## config.mk

```make
export PLATFORM = sky130hd
export DESIGN_NAME = audio_i2s_rx
export DESIGN_NICKNAME = d
export VERILOG_FILES = /design/src/rtl/audio_i2s_rx.sv
export SDC_FILE = /design/constraint.sdc
export NUM_CORES = 1
export LEC_CHECK = 0
export ABC_AREA = 0
export CORE_MARGIN = 1
export CORE_UTILIZATION = 30
export CTS_BUF_LIST = sky130_fd_sc_hd__clkbuf_2
export CTS_CLUSTER_DIAMETER = 60
export CTS_CLUSTER_SIZE = 14
export DETAILED_ROUTE_END_ITERATION = 10
export HOLD_SLACK_MARGIN = 0.08
export PLACE_DENSITY_LB_ADDON = 0.15
export SLEW_MARGIN = 25
export SYNTH_ARGS = -nofsm -noshare
export SYNTH_HDL_FRONTEND = slang
export SYNTH_SLANG_ARGS = --single-unit
```

## constraint.sdc

```tcl
create_clock -name clock -period 6.3 [get_ports clock]
set_input_delay 0.63 -clock clock [delete_from_list [all_inputs] [get_ports clock]]
set_output_delay 0.63 -clock clock [all_outputs]
set_load 0.01 [all_outputs]
```

## src/rtl/audio_i2s_rx.sv

```systemverilog
// Master-mode I2S receiver: generates bclk/lrck and deserialises 18-bit left/right samples.
// Define AUDIO_RX_LEFTJUST_EN for left-justified framing (no one-bit delay after lrck edges).
module audio_i2s_rx #(
  parameter int unsigned BCLK_HALF = 2
) (
  input  logic        clock,
  input  logic        reset,
  input  logic        adc_sdata,
  output logic        bclk,
  output logic        lrck,
  output logic [17:0] left_out,
  output logic [17:0] right_out,
  output logic        data_en
);

  localparam int unsigned DivW = (BCLK_HALF > 1) ? $clog2(BCLK_HALF) : 1;
  localparam logic [DivW-1:0] DivMax = DivW'(BCLK_HALF - 1);

`ifdef AUDIO_RX_LEFTJUST_EN
  localparam logic [5:0] LeftFirst  = 6'd0;
  localparam logic [5:0] RightFirst = 6'd32;
`else
  localparam logic [5:0] LeftFirst  = 6'd1;
  localparam logic [5:0] RightFirst = 6'd33;
`endif
  localparam logic [5:0] RightLast = RightFirst + 6'd17;

  logic [DivW-1:0] div_cnt_q, div_cnt_d;
  logic            bclk_q, bclk_d;
  logic [5:0]      bit_cnt_q, bit_cnt_d;
  logic            lrck_q, lrck_d;
  logic [17:0]     left_sh_q, left_sh_d;
  logic [17:0]     right_sh_q, right_sh_d;
  logic [17:0]     left_out_q, left_out_d;
  logic [17:0]     right_out_q, right_out_d;
  logic            done_q, done_d;
  logic            data_en_q, data_en_d;

  logic       wrap, rise_stb, fall_stb, in_left, in_right;
  logic [5:0] left_off, right_off;

  always_comb begin
    wrap      = (div_cnt_q == DivMax);
    rise_stb  = wrap & ~bclk_q;
    fall_stb  = wrap & bclk_q;
    // Modular offsets make the slot-window test a single unsigned compare.
    left_off  = bit_cnt_q - LeftFirst;
    right_off = bit_cnt_q - RightFirst;
    in_left   = (left_off < 6'd18);
    in_right  = (right_off < 6'd18);

    div_cnt_d   = wrap ? '0 : div_cnt_q + DivW'(1);
    bclk_d      = bclk_q ^ wrap;
    bit_cnt_d   = bit_cnt_q;
    lrck_d      = lrck_q;
    left_sh_d   = left_sh_q;
    right_sh_d  = right_sh_q;
    left_out_d  = left_out_q;
    right_out_d = right_out_q;
    done_d      = 1'b0;
    data_en_d   = 1'b0;

    if (fall_stb) begin
      bit_cnt_d = bit_cnt_q + 6'd1;
      lrck_d    = bit_cnt_d[5];
    end

    // Data is launched by the codec off our own bclk, so no synchroniser is needed.
    if (rise_stb) begin
      if (in_left)  left_sh_d  = {left_sh_q[16:0], adc_sdata};
      if (in_right) right_sh_d = {right_sh_q[16:0], adc_sdata};
      done_d = (bit_cnt_q == RightLast);
    end

    if (done_q) begin
      left_out_d  = left_sh_q;
      right_out_d = right_sh_q;
      data_en_d   = 1'b1;
    end
  end

  always_ff @(posedge clock or posedge reset) begin
    if (reset) begin
      div_cnt_q   <= '0;
      bclk_q      <= 1'b0;
      bit_cnt_q   <= 6'd0;
      lrck_q      <= 1'b0;
      left_sh_q   <= 18'd0;
      right_sh_q  <= 18'd0;
      left_out_q  <= 18'd0;
      right_out_q <= 18'd0;
      done_q      <= 1'b0;
      data_en_q   <= 1'b0;
    end else begin
      div_cnt_q   <= div_cnt_d;
      bclk_q      <= bclk_d;
      bit_cnt_q   <= bit_cnt_d;
      lrck_q      <= lrck_d;
      left_sh_q   <= left_sh_d;
      right_sh_q  <= right_sh_d;
      left_out_q  <= left_out_d;
      right_out_q <= right_out_d;
      done_q      <= done_d;
      data_en_q   <= data_en_d;
    end
  end

  assign bclk      = bclk_q;
  assign lrck      = lrck_q;
  assign left_out  = left_out_q;
  assign right_out = right_out_q;
  assign data_en   = data_en_q;

endmodule

```

After elaboration in Yosys (flattened, before gate mapping)
Index checks and enable logic that the tools add are counted.
- bits of input ports: 3
- bits in writable memories: 0
- memories: 0
- latch bits: 0
- word-level logic and storage cells: 26
- flip-flop bits (word level): 83
- bits in read-only memories: 0
- magnitude comparators: 2
- shifts and indexed selects: 0
- div/mod/pow operators: 0
- add/sub/neg operators: 4
- reduce and logical (&&, ||, !) cells: 2
- $mul: 0
- bitwise operators: 4
- multiplexer cells: 3
- eq/ne operators: 1
- operator list (operator ; count):
    < comparator 6 x 5 -> 1 bit (second input constant) ; 2
    adder 6 x 1 -> 6 bit (second input constant) ; 1
    == test 6 bit (second input constant) ; 1
    subtractor 6 x 1 -> 6 bit (second input constant) ; 1
    subtractor 6 bit (second input constant) ; 1
    AND reduction 2 bit ; 2
    2-to-1 mux 1 bit ; 3
    AND 1 bit ; 2
    adder 1 bit (second input constant) ; 1
    NOT 1 bit ; 1
    XOR 1 bit ; 1

Depth between registers and ports, before layout
- word-level depth: 3
- mapped depth: 9
- gate-level depth less buffers: 7

Least setup slack after synthesis
No wires, ideal clock.
- path kind: reg2reg
- start point: reg bit_cnt_q[0]
- end point: reg left_sh_q[10]
- setup slack: 4.098 ns
- required time: 6.175 ns
- data arrival time: 2.077 ns
- cell stages (with the launch flop): 9
- buffers on the path: 1
- cell sequence: dfrtp_1 > inv_1 > ha_1 > or2_2 > o21ai_2 > a221oi_4 > nor3_4 > buf_8 > mux2_4
- longest elaborated chain between the ends: 3
- RTL lines (element ; line ; source):
    start: declaration ; 30 ; logic [5:0] bit_cnt_q, bit_cnt_d;
    start signal: assignment ; 97 ; bit_cnt_q <= bit_cnt_d;
    subtractor 6 x 1 -> 6 bit ; 47 ; left_off = bit_cnt_q - LeftFirst;
    named net left_off[0] ; 40 ; logic [5:0] left_off, right_off;
    < comparator 6 x 5 -> 1 bit ; 49 ; in_left = (left_off < 6'd18);
    AND reduction 2 bit (no line) ; - ;
    end signal: assignment ; 99 ; left_sh_q <= left_sh_d;
    end: declaration ; 32 ; logic [17:0] left_sh_q, left_sh_d;
The timed path passes the listed nets, and every way through them passes these cells.
A chain may end at the register's enable or synchronous reset.

Worst setup path after layout
- start point: reg bit_cnt_q[0]
- end point: reg right_sh_q[16]
- longest elaborated chain between the ends: 3
- RTL lines (element ; line ; source):
    subtractor 6 bit ; 48 ; right_off = bit_cnt_q - RightFirst;
    < comparator 6 x 5 -> 1 bit ; 50 ; in_right = (right_off < 6'd18);
    AND reduction 2 bit (no line) ; - ;
    end signal: assignment ; 100 ; right_sh_q <= right_sh_d;
    end: declaration ; 33 ; logic [17:0] right_sh_q, right_sh_d;
Every way passes these cells.

==> results.ini <==
[run_status]
outcome=finished, final reports clean

[cells_and_area]
fin_util=0.369
multi_input_area_um2=1200
fin_nets=257
fill_cells=1056
antenna_cells=0
areaGrowthSynthToFinish_pct=19.7
register_area_um2=2050
drive_gt1_frac=0.398

[sta]
hold_viol=0
max_freq_mhz=401
maxSlewViolCount=0
tightest_slew_ns=0.876
tns_ns=0
setup-violations-final=0
finalClockSkew_ns=0.0292
relSlewSlack=0.416
period_minus_slack_ns=2.49
rsz0062_at_grt=no
fin_crit_sh=0.396

[clock_network]
cts_tree=built
cts-buffers-inserted=9
cts_sinks=82
post_cts_resized=0
cts_htree_levels=3
hold_buffers=0
clock_latency_ns=0.53
ctsLongestPathBuffers=2
root_buffer=clkbuf_2
post_cts_buffers=0
cts.reportedPaths.clkPinSlew_ns=0.23

[run]
cap_violations=0

[power]
pwr-share-seq=0.644
p_per_area_nw_per_um2=206
switchingPower_uw=200
leakage_uw=0.00192
power.share.clock=0.335
p_int_uw=629
ir_drop_mv=0.0699
p_comb_frac=0.021
sw_frac_of_total=0.242

[logic_synthesis]
synth_warnings=0
ys.flop_type=dfrtp_1
netlist.area_leader.share=0.611
ys_top_cells_by_area=dfrtp_1, mux2_2, mux2_4, ha_1, xnor2_1
synth_edf_count=0
ys_seq_area_frac=0.611
ys_types=28
netlist_instances=203
ys_async_sr_fraction=1.00
syn_area_um2=3360
ys_ff_latch=82
synth_nets=211
synth_top_cell_by_area=dfrtp_1
avgSynthCellArea_um2=16.5

[floorplanning]
dieArea_um2=11600
coreArea_um2=10900
fp.dieW_um=108
rows=38
die_h_um=108
io_pins=42
start_util=0.308

[routing]
wl_um=5310
via_per_inst=4.29
num_vias=1692
wl_per_cell_um=13.5
firstDrtPassIters=4
ant_nets=0
drt_iter0_drc=50
post-route-drc-count=0

[worst_setup_path]
path_max_fanout=11
startpoint=bit_cnt_q[0]$_DFFE_PP0P_
crit_path_end=right_sh_q[16]$_DFFE_PP0P_
path_depth=8
critPathTopFamily=simple AND/OR/NAND/NOR gates
critPathLaunchType=flip-flop
cpMaxStageDelayCell=dfrtp_1
reg2reg_from=bit_cnt_q[0]$_DFFE_PP0P_
worstSetupPathType=flip-flop to flip-flop
cp.required_ns=6.74
arrival_ns=2.93
rrSetupSlack_ns=3.81
cp-end-kind=flip-flop
crit_path_max_incr_delay_ns=0.51
worstReg2RegEnd=right_sh_q[16]$_DFFE_PP0P_
r2r_cells=8
worst-path-buf-inv=2
crit_chain=inv_1 > ha_1 > or2_2 > o21ai_2 > a221oi_4 > nor3b_4 > buf_6 > mux2_2

[hold_path]
holdCritStartpoint=div_cnt_q$_DFF_PP0_
hp-class=flip-flop to flip-flop
worst_hold_path.num_cells=1

[global_route]
grt_max_degree=83
antenna_found_initial=0
grt_overflow=0
grt_pass1_wl_um=8970
grt_usage=0.103
grt_pass1_vias=1752

[place]
dp_hpwl_um=3300
gp_congestion=0.690
port_buffers=41

## placed cells by master (no fill, tap or decap), drive strengths merged
cell,count
buf,3
or2,1
nor3b,2
nor3,2
a221oi,1
xnor2,4
nand4,3
mux2,72
nor2b,1
clkinv,6
o21ai,2
xor2,3
clkdlybuf4s50,41
dfrtp,82
nor4b,1
nor2,3
inv,7
clkbuf,9
nand2,5
bufinv,1
ha,5
## flip-flops by register name, indices dropped and copies added, names as in the netlist
register,cells
data_en,1
done_q,1
div_cnt_q,1
right_sh_q,18
right_out,18
left_sh_q,18
bit_cnt_q,6
bclk,1
left_out,18
## cell usage after synthesis (2+ instances only)
library cell / number
ha_1: 5
dfrtp_1: 82
buf_1: 3
xor2_1: 2
mux2_2: 52
nor3b_2: 2
xnor2_1: 4
nand4_1: 3
buf_6: 2
mux2_4: 20
nand2_1: 5
inv_1: 7
## power by group through the flow
stage                     Combinational (uW)  Sequential (uW)  Clock, uW
after floorplan                         13.0              542          0
after global placement                  18.5              543          0
after detailed placement                18.9              543          0
after CTS                               19.0              534        296
after global routing                    20.6              535        314
final                                   17.6              534        278
## area by class of cell
type	instances	area share
clock buffer	9	0.0112
clock inverter	7	0.0171
inverter	7	0.00685
multi-input combinational	105	0.300
sequential	82	0.511
tap	140	0.0436
timing repair buffer	44	0.111
## worst min path at each step
stage               slack, ns                  end
detailed placement       0.45  div_cnt_q$_DFF_PP0_
global placement         0.44  div_cnt_q$_DFF_PP0_
CTS                      0.48  div_cnt_q$_DFF_PP0_
floorplan                0.35    data_en$_DFF_PP0_
finish                   0.48  div_cnt_q$_DFF_PP0_
global route             0.52  div_cnt_q$_DFF_PP0_
## cells by family (layout without fill, tap and decap cells)
| group | Yosys count | count (layout) | share of synthesized area |
|---|---|---|---|
| AND/OR/NAND/NOR | 18 | 18 | 0.0421 |
| XOR/XNOR | 7 | 7 | 0.0205 |
| adder cells (fa/ha/maj) | 5 | 5 | 0.0186 |
| AO/OA/AOI/OAI | 3 | 3 | 0.0119 |
| buffers and inverters | 16 | 67 | 0.0317 |
| flip-flops | 82 | 82 | 0.611 |
| multiplexers | 72 | 72 | 0.264 |
## layer usage
metal  wire length, um  track usage  vias to the layer above  part of all wire
met1              2720        0.146                      861              0.51
met2              2310        0.142                       28              0.43
li1                  -            -                      793                 -
met4               108       0.0558                        0             0.020
met5                 0            0                        -                 0
met3               176       0.0242                       10             0.033
## metrics by stage
step           hold slack [ns]  power, uW  cell area, um^2  worst slack [ns]  cells
2_1_floorplan            0.352        555             3360              3.56    203
3_3_place_gp             0.442        561             3880              3.56    376
3_5_place_dp             0.452        562             3880              3.52    376
4_1_cts                  0.476        849             4000              3.49    392
5_1_grt                  0.517        870             4020              3.68    394
6_report                 0.477        829             4020              3.81    394
(Power assumes the default switching activity.)
